==> src/rtl/parking_pkg.sv <==
// Shared types and defaults for the parking barrier controller and its display block.
// Holds the gate state encoding, direction constants and default lot size.
package parking_pkg;

    typedef enum logic [1:0] {
        IDLE    = 2'd0,
        OPENING = 2'd1,
        OPEN    = 2'd2,
        CLOSING = 2'd3
    } gate_state_t;

    localparam logic DIR_ENTRY = 1'b0;
    localparam logic DIR_EXIT  = 1'b1;

    localparam int DEF_CAPACITY = 8;
    localparam int DEF_OCC_W    = 4;

endpackage

==> src/rtl/parking_gate_ctrl_tick_edge_det.sv <==
// Registers a slow square wave (divider output treated as data) and flags its rising edge.
// Latency: level_q lags one cycle; rise is combinational off the live input. No backpressure.
module tick_edge_det (
    input  logic clk,
    input  logic reset,
    input  logic wave,
    output logic level_q,
    output logic rise
);

    always_ff @(posedge clk or negedge reset) begin
        if (!reset) begin
            level_q <= 1'b0;
        end else begin
            level_q <= wave;
        end
    end

    assign rise = wave & ~level_q;

endmodule

==> src/rtl/parking_gate_ctrl.sv <==
// Entry/exit barrier sequencer with occupancy tracking; timebase is the 1 Hz / 2 Hz divider output.
// Latency: one cycle request->busy, full lags occupancy by one cycle. Requests outside IDLE are ignored.
// Optional PARK_GATE_STATS_EN adds total_entries / total_timeouts counters.
module parking_gate_ctrl
    import parking_pkg::*;
#(
    parameter int CAPACITY         = DEF_CAPACITY,
    parameter int OCC_W            = DEF_OCC_W,
    parameter int MOVE_SEC         = 1,
    parameter int OPEN_TIMEOUT_SEC = 10,
    parameter int TMR_W            = 5
) (
    input  logic             clk,
    input  logic             reset,
    input  logic             clk_1Hz_in,
    input  logic             clk_2Hz_in,
    input  logic             enter_req,
    input  logic             exit_req,
    input  logic             pass_sensor,
    output logic             gate_open,
    output logic             dir_exit,
    output logic             warn_led,
    output logic [OCC_W-1:0] occupancy,
    output logic             full,
    output logic             busy,
    output logic             reject,
    output logic             timeout
`ifdef PARK_GATE_STATS_EN
    ,
    output logic [15:0]      total_entries,
    output logic [7:0]       total_timeouts
`endif
);

    gate_state_t      state;
    logic [TMR_W-1:0] timer;
    logic             moving;
    logic             sec_tick;
    logic             hz1_level;
    logic             hz2_level;
    logic             hz2_rise;
    logic             move_done;
    logic             pass_evt;
    logic             timeout_evt;
    logic             unused_ok;

    tick_edge_det u_tick_1hz (
        .clk     (clk),
        .reset   (reset),
        .wave    (clk_1Hz_in),
        .level_q (hz1_level),
        .rise    (sec_tick)
    );

    tick_edge_det u_tick_2hz (
        .clk     (clk),
        .reset   (reset),
        .wave    (clk_2Hz_in),
        .level_q (hz2_level),
        .rise    (hz2_rise)
    );

    assign unused_ok = &{1'b0, hz1_level, hz2_rise};

    // The tick that would bring the timer up to the limit is the one that ends the phase.
    assign move_done   = sec_tick && (timer == TMR_W'(MOVE_SEC - 1));
    assign pass_evt    = (state == OPEN) && pass_sensor;
    assign timeout_evt = (state == OPEN) && !pass_sensor && sec_tick
                         && (timer == TMR_W'(OPEN_TIMEOUT_SEC - 1));

    assign warn_led = moving & hz2_level;

    always_ff @(posedge clk or negedge reset) begin
        if (!reset) begin
            state     <= IDLE;
            timer     <= '0;
            gate_open <= 1'b0;
            dir_exit  <= DIR_ENTRY;
            busy      <= 1'b0;
            moving    <= 1'b0;
            occupancy <= '0;
            full      <= 1'b0;
            reject    <= 1'b0;
            timeout   <= 1'b0;
        end else begin
            reject  <= 1'b0;
            timeout <= 1'b0;
            full    <= (occupancy == OCC_W'(CAPACITY));
            if (sec_tick) begin
                timer <= timer + TMR_W'(1);
            end
            case (state)
                IDLE: begin
                    if (exit_req) begin
                        if (occupancy == '0) begin
                            reject <= 1'b1;
                        end else begin
                            dir_exit  <= DIR_EXIT;
                            state     <= OPENING;
                            timer     <= '0;
                            gate_open <= 1'b1;
                            busy      <= 1'b1;
                            moving    <= 1'b1;
                        end
                    end else if (enter_req) begin
                        if (full) begin
                            reject <= 1'b1;
                        end else begin
                            dir_exit  <= DIR_ENTRY;
                            state     <= OPENING;
                            timer     <= '0;
                            gate_open <= 1'b1;
                            busy      <= 1'b1;
                            moving    <= 1'b1;
                        end
                    end
                end
                OPENING: begin
                    if (move_done) begin
                        state  <= OPEN;
                        timer  <= '0;
                        moving <= 1'b0;
                    end
                end
                OPEN: begin
                    if (pass_evt || timeout_evt) begin
                        if (pass_evt) begin
                            occupancy <= (dir_exit == DIR_EXIT) ? occupancy - OCC_W'(1)
                                                                : occupancy + OCC_W'(1);
                        end else begin
                            timeout <= 1'b1;
                        end
                        state     <= CLOSING;
                        timer     <= '0;
                        gate_open <= 1'b0;
                        moving    <= 1'b1;
                    end
                end
                CLOSING: begin
                    if (move_done) begin
                        state  <= IDLE;
                        timer  <= '0;
                        busy   <= 1'b0;
                        moving <= 1'b0;
                    end
                end
                default: state <= IDLE;
            endcase
        end
    end

`ifdef PARK_GATE_STATS_EN
    always_ff @(posedge clk or negedge reset) begin
        if (!reset) begin
            total_entries  <= '0;
            total_timeouts <= '0;
        end else begin
            if (pass_evt && (dir_exit == DIR_ENTRY)) begin
                total_entries <= total_entries + 16'd1;
            end
            if (timeout_evt && (total_timeouts != 8'hFF)) begin
                total_timeouts <= total_timeouts + 8'd1;
            end
        end
    end
`endif

endmodule

==> config.mk <==
export PLATFORM = sky130hd
export DESIGN_NAME = parking_gate_ctrl
export DESIGN_NICKNAME = d
export VERILOG_FILES = /design/src/rtl/parking_pkg.sv /design/src/rtl/parking_gate_ctrl_tick_edge_det.sv /design/src/rtl/parking_gate_ctrl.sv
export SDC_FILE = /design/constraint.sdc
export NUM_CORES = 1
export LEC_CHECK = 0
export ABC_AREA = 0
export BUFFER_PORTS_ARGS = -buffer_cell sky130_fd_sc_hd__buf_2
export CORE_MARGIN = 5
export CORE_UTILIZATION = 31
export CTS_CLUSTER_DIAMETER = 80
export DETAILED_ROUTE_END_ITERATION = 7
export GPL_TIMING_DRIVEN = 0
export MAX_ROUTING_LAYER = met4
export SLEW_MARGIN = 20
export SYNTH_ARGS = -nofsm -noshare
export SYNTH_HDL_FRONTEND = slang
export SYNTH_SLANG_ARGS = --single-unit
export TNS_END_PERCENT = 100
==> constraint.sdc <==
create_clock -name clk -period 2 [get_ports clk]
set_input_delay 0 -clock clk [delete_from_list [all_inputs] [get_ports clk]]
set_output_delay 0 -clock clk [all_outputs]
set_load 0.01 [all_outputs]
# Word level (Yosys, flattened, before mapping)
# Index checks and enable logic that the tools add are counted.
# totals
ff_bits	20
latchBits	0
mem_bits_rw	0
mem_bits_ro	0
inputBits	7
out_inout_bits	11
elab_cells	90
mem_count	0
# classes
n_addsub	3
multipliers	0
div	0
n_lt_le_gt_ge	0
n_eq_ne	14
n_shift	0
n_mux	38
bitwise	3
n_reduce_logical	20
# ops
cell	count
$mux 5	7
$mux 1	18
$pmux 5 s3	1
$reduce_and 5->1	3
$mux 2	7
$ne 3x3->1 const B	3
$ne 2x2->1 const B	4
$pmux 2 s4	1
$reduce_and 6->1	1
$reduce_bool 2->1	3
$add 5x1->5 const B	1
$eq 5x4->1 const B	1
$logic_and 1x1->1	5
$logic_not 5->1	1
$add 4x1->4 const B	1
$eq 2x2->1 const B	2
$eq 4x4->1 const B	1
$logic_not 4->1	1
$mux 4	1
$ne 2x1->1 const B	2
$pmux 1 s2	2
$reduce_and 4->1	1
$sub 4x1->4 const B	1
$pmux 1 s3	1
other kinds (8)	9

# Longest topological paths before layout
# Gate-level depths: netlist of run 1.
# logic_depth
depth_word	7
depth_mapped	6
depth_no_buf	6

# Hierarchy
# Synthesis of run 1 repeated with hierarchy kept, for this count alone.
# unflattened
hier_cells	108
hier_area_um2	1146.1
# modules_own_cells
module	instances	cells_per_inst	area_each_um2	seq_area_each_um2
parking_gate_ctrl	1	104	1068.5	450.4
tick_edge_det	2	2	38.8	25.0

# Least setup slack after synthesis of run 1
# OpenSTA, ideal clock, no wires.
# synth_path
path_kind	flip-flop to flip-flop
from	register state[0]
to	register state[1]
setup_time_ps	125
t_arrival_ps	1533
t_required_ps	1875
setup_slack_ps	342
path_stages_with_launch	7
n_path_buf	0
period_less_slack_ps	1658
cell_sequence	dfrtp_1 -> inv_1 -> ha_1 -> or2b_1 -> a31oi_1 -> nor3_1 -> mux2_2
# synth_between
elab_chain_len	7
elab_cells_between_ends	17
classes_between	eq/ne (9); mux (1); reduce/logical (7)
# synth_lines
element	line	source
start, declared	parking_gate_ctrl.sv:35	gate_state_t state;
start signal, assigned	parking_gate_ctrl.sv:75	state <= IDLE;
start signal, assigned	parking_gate_ctrl.sv:99	state <= OPENING;
start signal, assigned	parking_gate_ctrl.sv:110	state <= OPENING;
$eq 2x2->1	parking_gate_ctrl.sv:67, parking_gate_ctrl.sv:68, parking_gate_ctrl.sv:92	
$logic_and 1x1->1 (2 in a row)	parking_gate_ctrl.sv:68	assign timeout_evt = (state == OPEN) && !pass_sensor && sec_tick
$logic_and 1x1->1	parking_gate_ctrl.sv:69	&& (timer == TMR_W'(OPEN_TIMEOUT_SEC - 1));
$logic_or 1x1->1	parking_gate_ctrl.sv:126	if (pass_evt || timeout_evt) begin
$ne 2x1->1 (no line)	-	
$reduce_and 6->1 (no line)	-	
# Several ways; a longest one is shown, not always the timed one.
# A chain may end at the register's enable or synchronous reset.

# Worst setup path in the final report of run 1
# Same ends and word-level chain as after synthesis.

==> results of run 1 <==
## report_power, final
group	internal, mW	switching [mW]
Combinational	0.417	0.500
Sequential	0.532	0.133
Clock	0.0703	0.127
Total	1.02	0.760
## logic make-up (layout without fill, tap and decap cells)
kind of cell	count (synthesis)	count (layout)	synth area share, %
adders and majority gates	11	11	12.87
and+or+nand+nor	37	37	18.09
muxes	3	3	2.886
xor gates and xnor gates	6	6	4.661
buffers and inverters	9	33	2.996
DFF	20	20	44.40
AOI/OAI and AO/OA	22	22	14.10
## cell type report
class	instances	area, sq um
multi-input cells	79	604.3
clock buffers	3	22.52
flip-flops and latches	20	500.5
repair buffers	21	125.1
inverters	9	33.78
well taps	48	60.06
fillers	368	2232
## final timing paths
path | end | cells past startpoint | slack (ns) | from
max in group asynchronous | occupancy[2] | 2 | 1.53 | reset
min | dir_exit | 2 | 0.03 | exit_req
max | state[1] | 6 | 0.17 | state[0]
min in group asynchronous | reject | 2 | 0.16 | reset
max reg2reg | state[1] | 6 | 0.17 | state[0]
min reg2reg | moving | 2 | 0.53 | moving
## per-layer routing
| metal | track usage, % | routed length, um | up-vias |
|---|---|---|---|
| met3 | 2.590 | 137 | 3 |
| li1 | - | - | 431 |
| met4 | 5.106 | 14 | 0 |
| met1 | 10.85 | 966 | 389 |
| met2 | 16.84 | 1106 | 20 |
| met5 | - | 0 | - |
## what timing repair did
action | CTS | global route
endpoints found under the hold margin | 23 | 0
hold buffers | 4 | 0
resized for setup | 0 | 2
endpoints found under the setup margin | 0 | 6
## per-stage QoR
stage	worst slack (ns)	hold slack [ns]	instances	util [%]	power (mW)
2_1_floorplan	0.3420	-0.2956	108	-	1.315
3_3_place_gp	0.1317	-0.02815	173	35.56	1.533
3_5_place_dp	0.06063	-0.01526	173	35.56	1.584
4_1_cts	0.04595	0.02363	180	37.31	1.788
5_1_grt	0.02343	0.02119	180	37.62	1.967
6_report	0.1734	0.02557	180	37.62	1.779
## placed cells by master (no fill, tap or decap), types with 2 or more instances in the layout
master         instances
nor2_1                12
xnor2_1                2
a21oi_1                4
o21ai_0                5
o41ai_1                2
ha_1                  10
mux2_2                 2
nand2_1                7
buf_2                 17
inv_1                  9
dfrtp_1               20
and2b_1                2
nor3_1                 4
dlygate4sd3_1          4
clkbuf_4               3
or2b_1                 2
xor2_1                 4
nand4_1                2
==> results by group, run 1 <==
Run status
  – Outcome: finished, final reports clean

Logic synthesis
  – Sequential fraction of the synthesis area: 44.40%
  – Post-synth EDFFs: 0
  – Netlist cell types: 34
  – Syn Nets: 126
  – List of most frequent post-synthesis cells: dfrtp_1, nor2_1, ha_1, inv_1, nand2_1
  – Cells after Synth: 108
  – Asr flop ratio synth: 100.0%
  – Yosys reg bits: 20
  – Yosys warns: 0
  – Area contributors post-synth: dfrtp_1, ha_1, nor2_1, xor2_1, inv_1
  – Syn Std Cell Area: 1127 sq um
  – Avg Cell Area, Syn: 10.44 sq um
  – Ys flop type: dfrtp_1
  – Count leader, synth: dfrtp_1
  – Share of the synthesized area in the top cell type: 44.40%
  – Synth area leader: dfrtp_1

Finish
  – Number of flip-flops in the largest register: 5
  – Diode count: 0
  – Fin area: 1346 sq um
  – P&R area growth vs syn: 19.42%
  – Top Registers: timer: 5 flops, occupancy: 4 flops, state: 2 flops
  – Layout cells sized above 1: 20.45%
  – Register name with the most flops: timer
  – Layout Nets: around 150

Worst setup path
  – Arr. time, crit path: just over 2 ns
  – Worst setup EP type: register
  – Slowest cell on the critical path: dfrtp_1
  – CP Launch Type: register
  – Worst endpoint required time: 2.20 ns
  – Top delay family on crit path: flip-flops
  – Crit-path cells: inv_1, ha_1, inv_1, o32ai_2, nor3_1, mux2_2
  – Bufs and invs on worst path: 2
  – Worst path max stage delay: roughly 0.43 ns
  – Crit Path Max Fanout: 6
  – Crit path kind: register to register
  – Most used cell, CP: inv_1

Timing
  – Worst Skew: 0.005077 ns
  – Number of max-slew violations in the final report: 0
  – Final Hold Fails: 0
  – Setup TNS: 0 ns
  – Fmax: 0.5475 GHz
  – Relative slew slack: 71.33%
  – Period utilisation layout: between 90% and 100%
  – Final setup fails: 0
  – Tightest Pin Transition: 0.4192 ns
  – Period minus WS final: around 1.8 ns
  – RSZ-0062 raised after global routing: no

Placed design
  – Placed Area: 1272 sq um
  – RD Place Congestion: 0.7746
  – # port buffers: 17
  – DPL Wire Length: 1672 um

CTS
  – Clock sink count: 20
  – Clock tree from TritonCTS: done
  – H-tree depth: 1
  – Clock Pin Slew Worst Setup and Hold Paths: approximately 0.12 ns
  – Num CTS Buffers: 3
  – Clock Path Buffers: 2
  – Skew-Pair Late Insertion Delay: 0.30 ns
  – Clock root cell: clkbuf_4
  – Postcts setup bufs: 0

Detailed routing
  – Initial DRT Pass Iterations: 2
  – Initial DRC count: 43
  – Routed WL per cell: ~12 um
  – Total Wirelength: 2225 um
  – Vias post-DR: ~840
  – ANT nets after route: 0
  – Post-DR vias/cell: between 4 and 5
  – DRC: 0

Global route
  – Initial antenna violation count: 0
  – Vias in the first global route: 862
  – First-pass GRT wire length: approximately 3900 um
  – Total GRT Usage: between 10% and 20%
  – Largest net degree at the start of global routing: 21
  – GR Overflow Total: 0

Floorplan
  – I/O pins: 18
  – Die H: about 70 um
  – Total die area: 4943 sq um
  – Chip Width: roughly 70 um
  – FP Rows: 22
  – Initial Utilization: between 30% and 40%
  – CORE AREA: 3578 sq um

Power
  – Peak supply drop: 0.0003639 V
  – PD cells: roughly 1300 nW/um^2
  – Leak: 0.6159 nW

Worst hold path
  – Worst Hold Class: input pin to register

Run
  – Max capacitance violation total: 0
No activity file was read; power rests on OpenSTA's default activity.
==> run 2, diff against run 1 <==
--- a/config.mk
+++ b/config.mk
@@ -13,6 +13,7 @@
 export DETAILED_ROUTE_END_ITERATION = 7
 export GPL_TIMING_DRIVEN = 0
 export MAX_ROUTING_LAYER = met4
+export RECOVER_POWER = 100
 export SLEW_MARGIN = 20
 export SYNTH_ARGS = -nofsm -noshare
 export SYNTH_HDL_FRONTEND = slang
==> results by group, run 2 (same netlist as run 1, synthesis figures left out) <==
CTS
  – Clock root cell: clkbuf_4
  – H-tree depth: 1
  – Postcts setup bufs: 0
  – Clock Path Buffers: 2
  – Clock Pin Slew Worst Setup and Hold Paths: 0.12 ns
  – Clock sink count: 20
  – Skew-Pair Late Insertion Delay: 0.30 ns
  – Num CTS Buffers: 3
  – Clock tree from TritonCTS: done

Worst setup path
  – CP Launch Type: register
  – Worst setup EP type: register
  – Crit-path cells: inv_1, ha_1, inv_1, o32ai_2, nor3_1, mux2_2
  – Crit Path Max Fanout: 6
  – Most used cell, CP: inv_1
  – R2R cell count: 6
  – Crit Reg-Reg Startpoint: state[0]
  – Worst endpoint required time: 2.20 ns
  – Arr. time, crit path: 2.03 ns
  – Slowest cell on the critical path: dfrtp_1
  – Crit path kind: register to register
  – Worst path max stage delay: 0.43 ns
  – Crit path from: state[0]

Placed design
  – RD Place Congestion: 0.7746
  – Pre-CTS WS: 0.06063 ns
  – Placed Cells: 173
  – DPL Wire Length: 1672 um
  – Placed Area: about 1300 sq um
  – # port buffers: 17

Timing
  – Setup TNS: 0 ns
  – Tightest Pin Transition: 1.076 ns
  – Period minus WS final: 1.829 ns
  – Worst Skew: ~0.0057 ns
  – Final setup fails: 0
  – Final WS setup: 0.1710 ns
  – Period utilisation layout: between 90% and 100%
  – Relative slew slack: 28.30%
  – Number of max-slew violations in the final report: 0
  – RSZ-0062 raised after global routing: no
  – Final Hold Fails: 0
  – Fmax: approximately 0.55 GHz

Floorplan
  – Initial Utilization: 31.50%
  – Chip Width: 70.31 um
  – CORE AREA: approximately 3600 sq um
  – Total die area: between 4000 and 5000 sq um
  – Die H: 70.31 um
  – I/O pins: 18
  – FP Rows: 22

Worst hold path
  – Worst Hold Launch: exit_req
  – Worst hold path stage count: 2
  – Worst Hold Class: input pin to register

Power
  – Reg power frac: 37.9%
  – Clock power share: roughly 11%
  – Switching pwr: 0.7640 mW
  – Pint: 0.9966 mW
  – Peak supply drop: 0.0003634 V
  – Leak: 0.5748 nW
  – PD cells: 1324 nW/um^2
  – Part of the power in combinational logic: 50.9%
  – Sw Share: 43.39%

Finish
  – Top Registers: timer: 5 flops, occupancy: 4 flops, state: 2 flops
  – Commonest non-fill, non-tap cell in the layout: dfrtp_1
  – Layout Cells excl Fill: 180
  – Final Util: 37.17%
  – Fin area: 1330 sq um
  – Most frequent cells in the layout: dfrtp_1, clkbuf_1, nor2_1
  – Layout Nets: 152
  – Number of flip-flops in the largest register: 5
  – Diode count: 0
  – P&R area growth vs syn: 17.98%
  – Layout cells sized above 1: 10.61%
  – Register name with the most flops: timer

Global route
  – Initial antenna violation count: 0
  – Vias in the first global route: 862
  – Largest net degree at the start of global routing: 21
  – First-pass GRT wire length: 3891 um
  – GR Overflow Total: 0
  – Total GRT Usage: 10.03%

Run
  – Max capacitance violation total: 0

Detailed routing
  – Vias post-DR: 845
  – Initial DRC count: 45
  – Initial DRT Pass Iterations: 3
  – Post-DR vias/cell: 4.694
  – Total Wirelength: about 2200 um
  – ANT nets after route: 0
  – DRC: 0
  – Routed WL per cell: 12.46 um

Run status
  – Outcome: finished, final reports clean
## run 2: layout make-up
| cell class | count | area [sq um] |
|---|---|---|
| clock buffers | 3 | 22.52 |
| fillers | 378 | 2248 |
| inverters | 9 | 33.78 |
| multi-input cells | 79 | 604.3 |
| flip-flops and latches | 20 | 500.5 |
| well taps | 48 | 60.06 |
| repair buffers | 21 | 108.9 |
## run 2: timing repair
item | CTS | global route
setup endpoints to repair | 0 | 6
hold buffers | 4 | 0
resized for setup | 0 | 2
endpoints found under the hold margin | 23 | 0
## run 2: routing by layer
layer	part of all wire, %	track usage (%)
met1	43	10.85
met5	0	-
met3	6.4	2.590
met2	50	16.84
met4	0.62	5.106
## run 2: per-stage QoR
| stage | total power [mW] | hold slack, ns |
|---|---|---|
| finish | 1.761 | 0.02692 |
| CTS | 1.788 | 0.02363 |
| floorplan | 1.315 | -0.2956 |
| detailed placement | 1.584 | -0.01526 |
| global route | 1.949 | 0.02119 |
| global placement | 1.533 | -0.02815 |
## run 2: power by group through the flow
stage	clock (mW)	combinational (mW)	sequential [mW]
floorplan	0	0.627	0.688
global placement	0	0.864	0.670
detailed placement	0	0.907	0.677
CTS	0.202	0.917	0.669
global route	0.222	1.03	0.697
finish	0.197	0.896	0.668
## run 2: final timing paths
check	end	slack, ns
worst max-delay path	state[1]	0.17
worst min-delay path	dir_exit	0.03
worst max register to register	state[1]	0.17
worst min register to register	moving	0.52
max in group asynchronous	occupancy[2]	0.96
min in group asynchronous	dir_exit	0.39
## run 2: worst max-delay path, delay by kind of cell, from the launching register on
family	cells	cell delay [ns]
buffers and inverters	2	0.20
AO/OA/AOI/OAI	1	0.42
multiplexers	1	0.29
adder cells (fa/ha/maj)	1	0.26
flip-flops	1	0.43
AND/OR/NAND/NOR	1	0.12
==> run 3, diff against run 2 <==
--- a/config.mk
+++ b/config.mk
@@ -8,12 +8,13 @@
 export ABC_AREA = 0
 export BUFFER_PORTS_ARGS = -buffer_cell sky130_fd_sc_hd__buf_2
 export CORE_MARGIN = 5
-export CORE_UTILIZATION = 31
+export CORE_UTILIZATION = 30
 export CTS_CLUSTER_DIAMETER = 80
 export DETAILED_ROUTE_END_ITERATION = 7
 export GPL_TIMING_DRIVEN = 0
 export MAX_ROUTING_LAYER = met4
 export RECOVER_POWER = 100
+export SETUP_SLACK_MARGIN = 0.1
 export SLEW_MARGIN = 20
 export SYNTH_ARGS = -nofsm -noshare
 export SYNTH_HDL_FRONTEND = slang
==> results by group, run 3 (same netlist as run 1, synthesis figures left out) <==
Detailed routing
  – Initial DRT Pass Iterations: 2
  – Routed WL per cell: 11.96 um
  – Vias post-DR: between 800 and 900
  – DRC: 0
  – ANT nets after route: 0
  – Total Wirelength: approximately 2200 um
  – Post-DR vias/cell: 4.725
  – Initial DRC count: 14

Timing
  – Final setup fails: 0
  – Relative slew slack: 27.92%
  – Worst Skew: a little over 0.0008 ns
  – Final WS setup: between 0.15 and 0.2 ns
  – Number of max-slew violations in the final report: 0
  – RSZ-0062 raised after global routing: no
  – Setup TNS: 0 ns
  – Final Hold Fails: 0
  – Period minus WS final: about 1.8 ns
  – Fmax: 0.5418 GHz
  – Tightest Pin Transition: 1.081 ns
  – Period utilisation layout: 92.28%

Global route
  – Initial antenna violation count: 0
  – Total GRT Usage: 9.448%
  – GR Overflow Total: 0
  – Vias in the first global route: 840
  – Largest net degree at the start of global routing: 21
  – First-pass GRT wire length: approximately 3800 um

Placed design
  – DPL Wire Length: 1627 um
  – Pre-CTS WS: 0.09531 ns
  – RD Place Congestion: 0.7977
  – # port buffers: 17

Floorplan
  – I/O pins: 18
  – FP Rows: 22
  – CORE AREA: 3661 sq um
  – Total die area: 5084 sq um
  – Die H: 71.30 um
  – Initial Utilization: roughly 31%
  – Chip Width: approximately 71 um

Finish
  – Fillers: around 370
  – P&R area growth vs syn: 22.31%
  – Number of flip-flops in the largest register: 5
  – Layout cells sized above 1: 12.69%
  – Diode count: 0
  – Most frequent cells in the layout: dfrtp_1, clkbuf_1, nor2_1
  – Commonest non-fill, non-tap cell in the layout: dfrtp_1
  – Register name with the most flops: timer
  – Layout Nets: 153
  – Top Registers: timer: 5 flops, occupancy: 4 flops, state: 2 flops

Power
  – Clock power share: 16.6%
  – Leak: 0.5963 nW
  – Sw Share: 41.33%
  – Part of the power in combinational logic: 47.9%
  – PD cells: 1368 nW/um^2
  – Reg power frac: 35.5%
  – Pint: 1.107 mW
  – Peak supply drop: 0.0003473 V
  – Switching pwr: 0.7796 mW

CTS
  – Clock Path Buffers: 2
  – Num CTS Buffers: 3
  – Clock tree from TritonCTS: done
  – Clock Pin Slew Worst Setup and Hold Paths: 0.08 ns
  – Clock sink count: 20
  – H-tree depth: 1
  – Skew-Pair Late Insertion Delay: 0.26 ns
  – Clock root cell: clkbuf_8

Worst setup path
  – Crit path kind: register to register
  – Levels on crit path: 4
  – Worst path max stage delay: 0.43 ns
  – R2R cell count: 4
  – Crit Path Max Fanout: 5
  – Bufs and invs on worst path: 0
  – Worst endpoint required time: 2.15 ns
  – Top delay family on crit path: simple AND/OR/NAND/NOR gates
  – Crit-path cells: nor4b_4, a31oi_2, nor3_1, mux2_2
  – Slowest cell on the critical path: dfrtp_1
  – Worst setup EP type: register
  – Arr. time, crit path: around 2.0 ns
  – CP Launch Type: register

Worst hold path
  – Worst Hold Class: input pin to register
  – Worst hold path stage count: 3

Run
  – Max capacitance violation total: 0

Run status
  – Outcome: finished, final reports clean
==> run 3: changes by cell type in the layout (fill, tap and decap cells not counted), sizes merged <==
cell,previous run,this run
buf,4,6
clkbuf,16,17
dlygate4sd3,4,3
==> run 3: power by group through the flow <==
stage	clock network, mW	registers [mW]	logic, mW
2_1_floorplan	0	0.688	0.627
3_3_place_gp	0	0.671	0.868
3_5_place_dp	0	0.677	0.890
4_1_cts	0.325	0.670	0.913
5_1_grt	0.341	0.696	1.03
6_report	0.313	0.670	0.903
==> run 3: area by class of cell <==
type                            count  area, sq um  share of cell area [%]
Timing Repair Buffer               22        113.9                   8.258
Clock buffer                        4        55.05                   3.993
Tap cell                           48        60.06                   4.356
Sequential cell                    20        500.5                   36.30
Multi-Input combinational cell     79        615.6                   44.65
Inverter                            9        33.78                   2.450
==> run 3: worst min-delay path, stage by stage <==
cell and delay (ns):
buf_2 0.11, or2b_1 0.13, nor2_1 0.05
==> run 3: per-layer routing <==
layer | GRT usage (%) | vias to the layer above | share of wire [%]
met5 | - | - | 0
met4 | 1.879 | 0 | 0.37
met3 | 3.787 | 3 | 6.1
met2 | 15.41 | 14 | 50
met1 | 11.02 | 408 | 44
li1 | - | 435 | -
==> run 3: through the flow <==
| stage | hold slack, ns | utilization (%) | instances | total power [mW] | instance area (sq um) |
|---|---|---|---|---|---|
| 2_1_floorplan | -0.2956 | - | 108 | 1.315 | 1127 |
| 3_3_place_gp | -0.02966 | 34.76 | 173 | 1.538 | 1272 |
| 3_5_place_dp | -0.01898 | 34.76 | 173 | 1.567 | 1272 |
| 4_1_cts | 0.02627 | 37.22 | 180 | 1.908 | 1363 |
| 5_1_grt | 0.04943 | 37.66 | 182 | 2.068 | 1379 |
| 6_report | 0.05656 | 37.66 | 182 | 1.886 | 1379 |
==> run 3: repair_timing <==
| item | in CTS | in global routing |
|---|---|---|
| setup buffers | 0 | 2 |
| pin swaps | 0 | 1 |
| setup endpoints to repair | 5 | 1 |
| hold buffers | 3 | 0 |
| resized for setup | 1 | 2 |
| hold endpoints to repair | 22 | 0 |
==> run 3: final timing paths <==
path	start	endpoint	slack, ns
max	u_tick_1hz.level_q	state[1]	0.15
min	pass_sensor	timeout	0.06
max reg2reg	u_tick_1hz.level_q	state[1]	0.15
min reg2reg	moving	moving	0.51
max in group asynchronous	reset	state[0]	0.90
min in group asynchronous	reset	reject	0.45
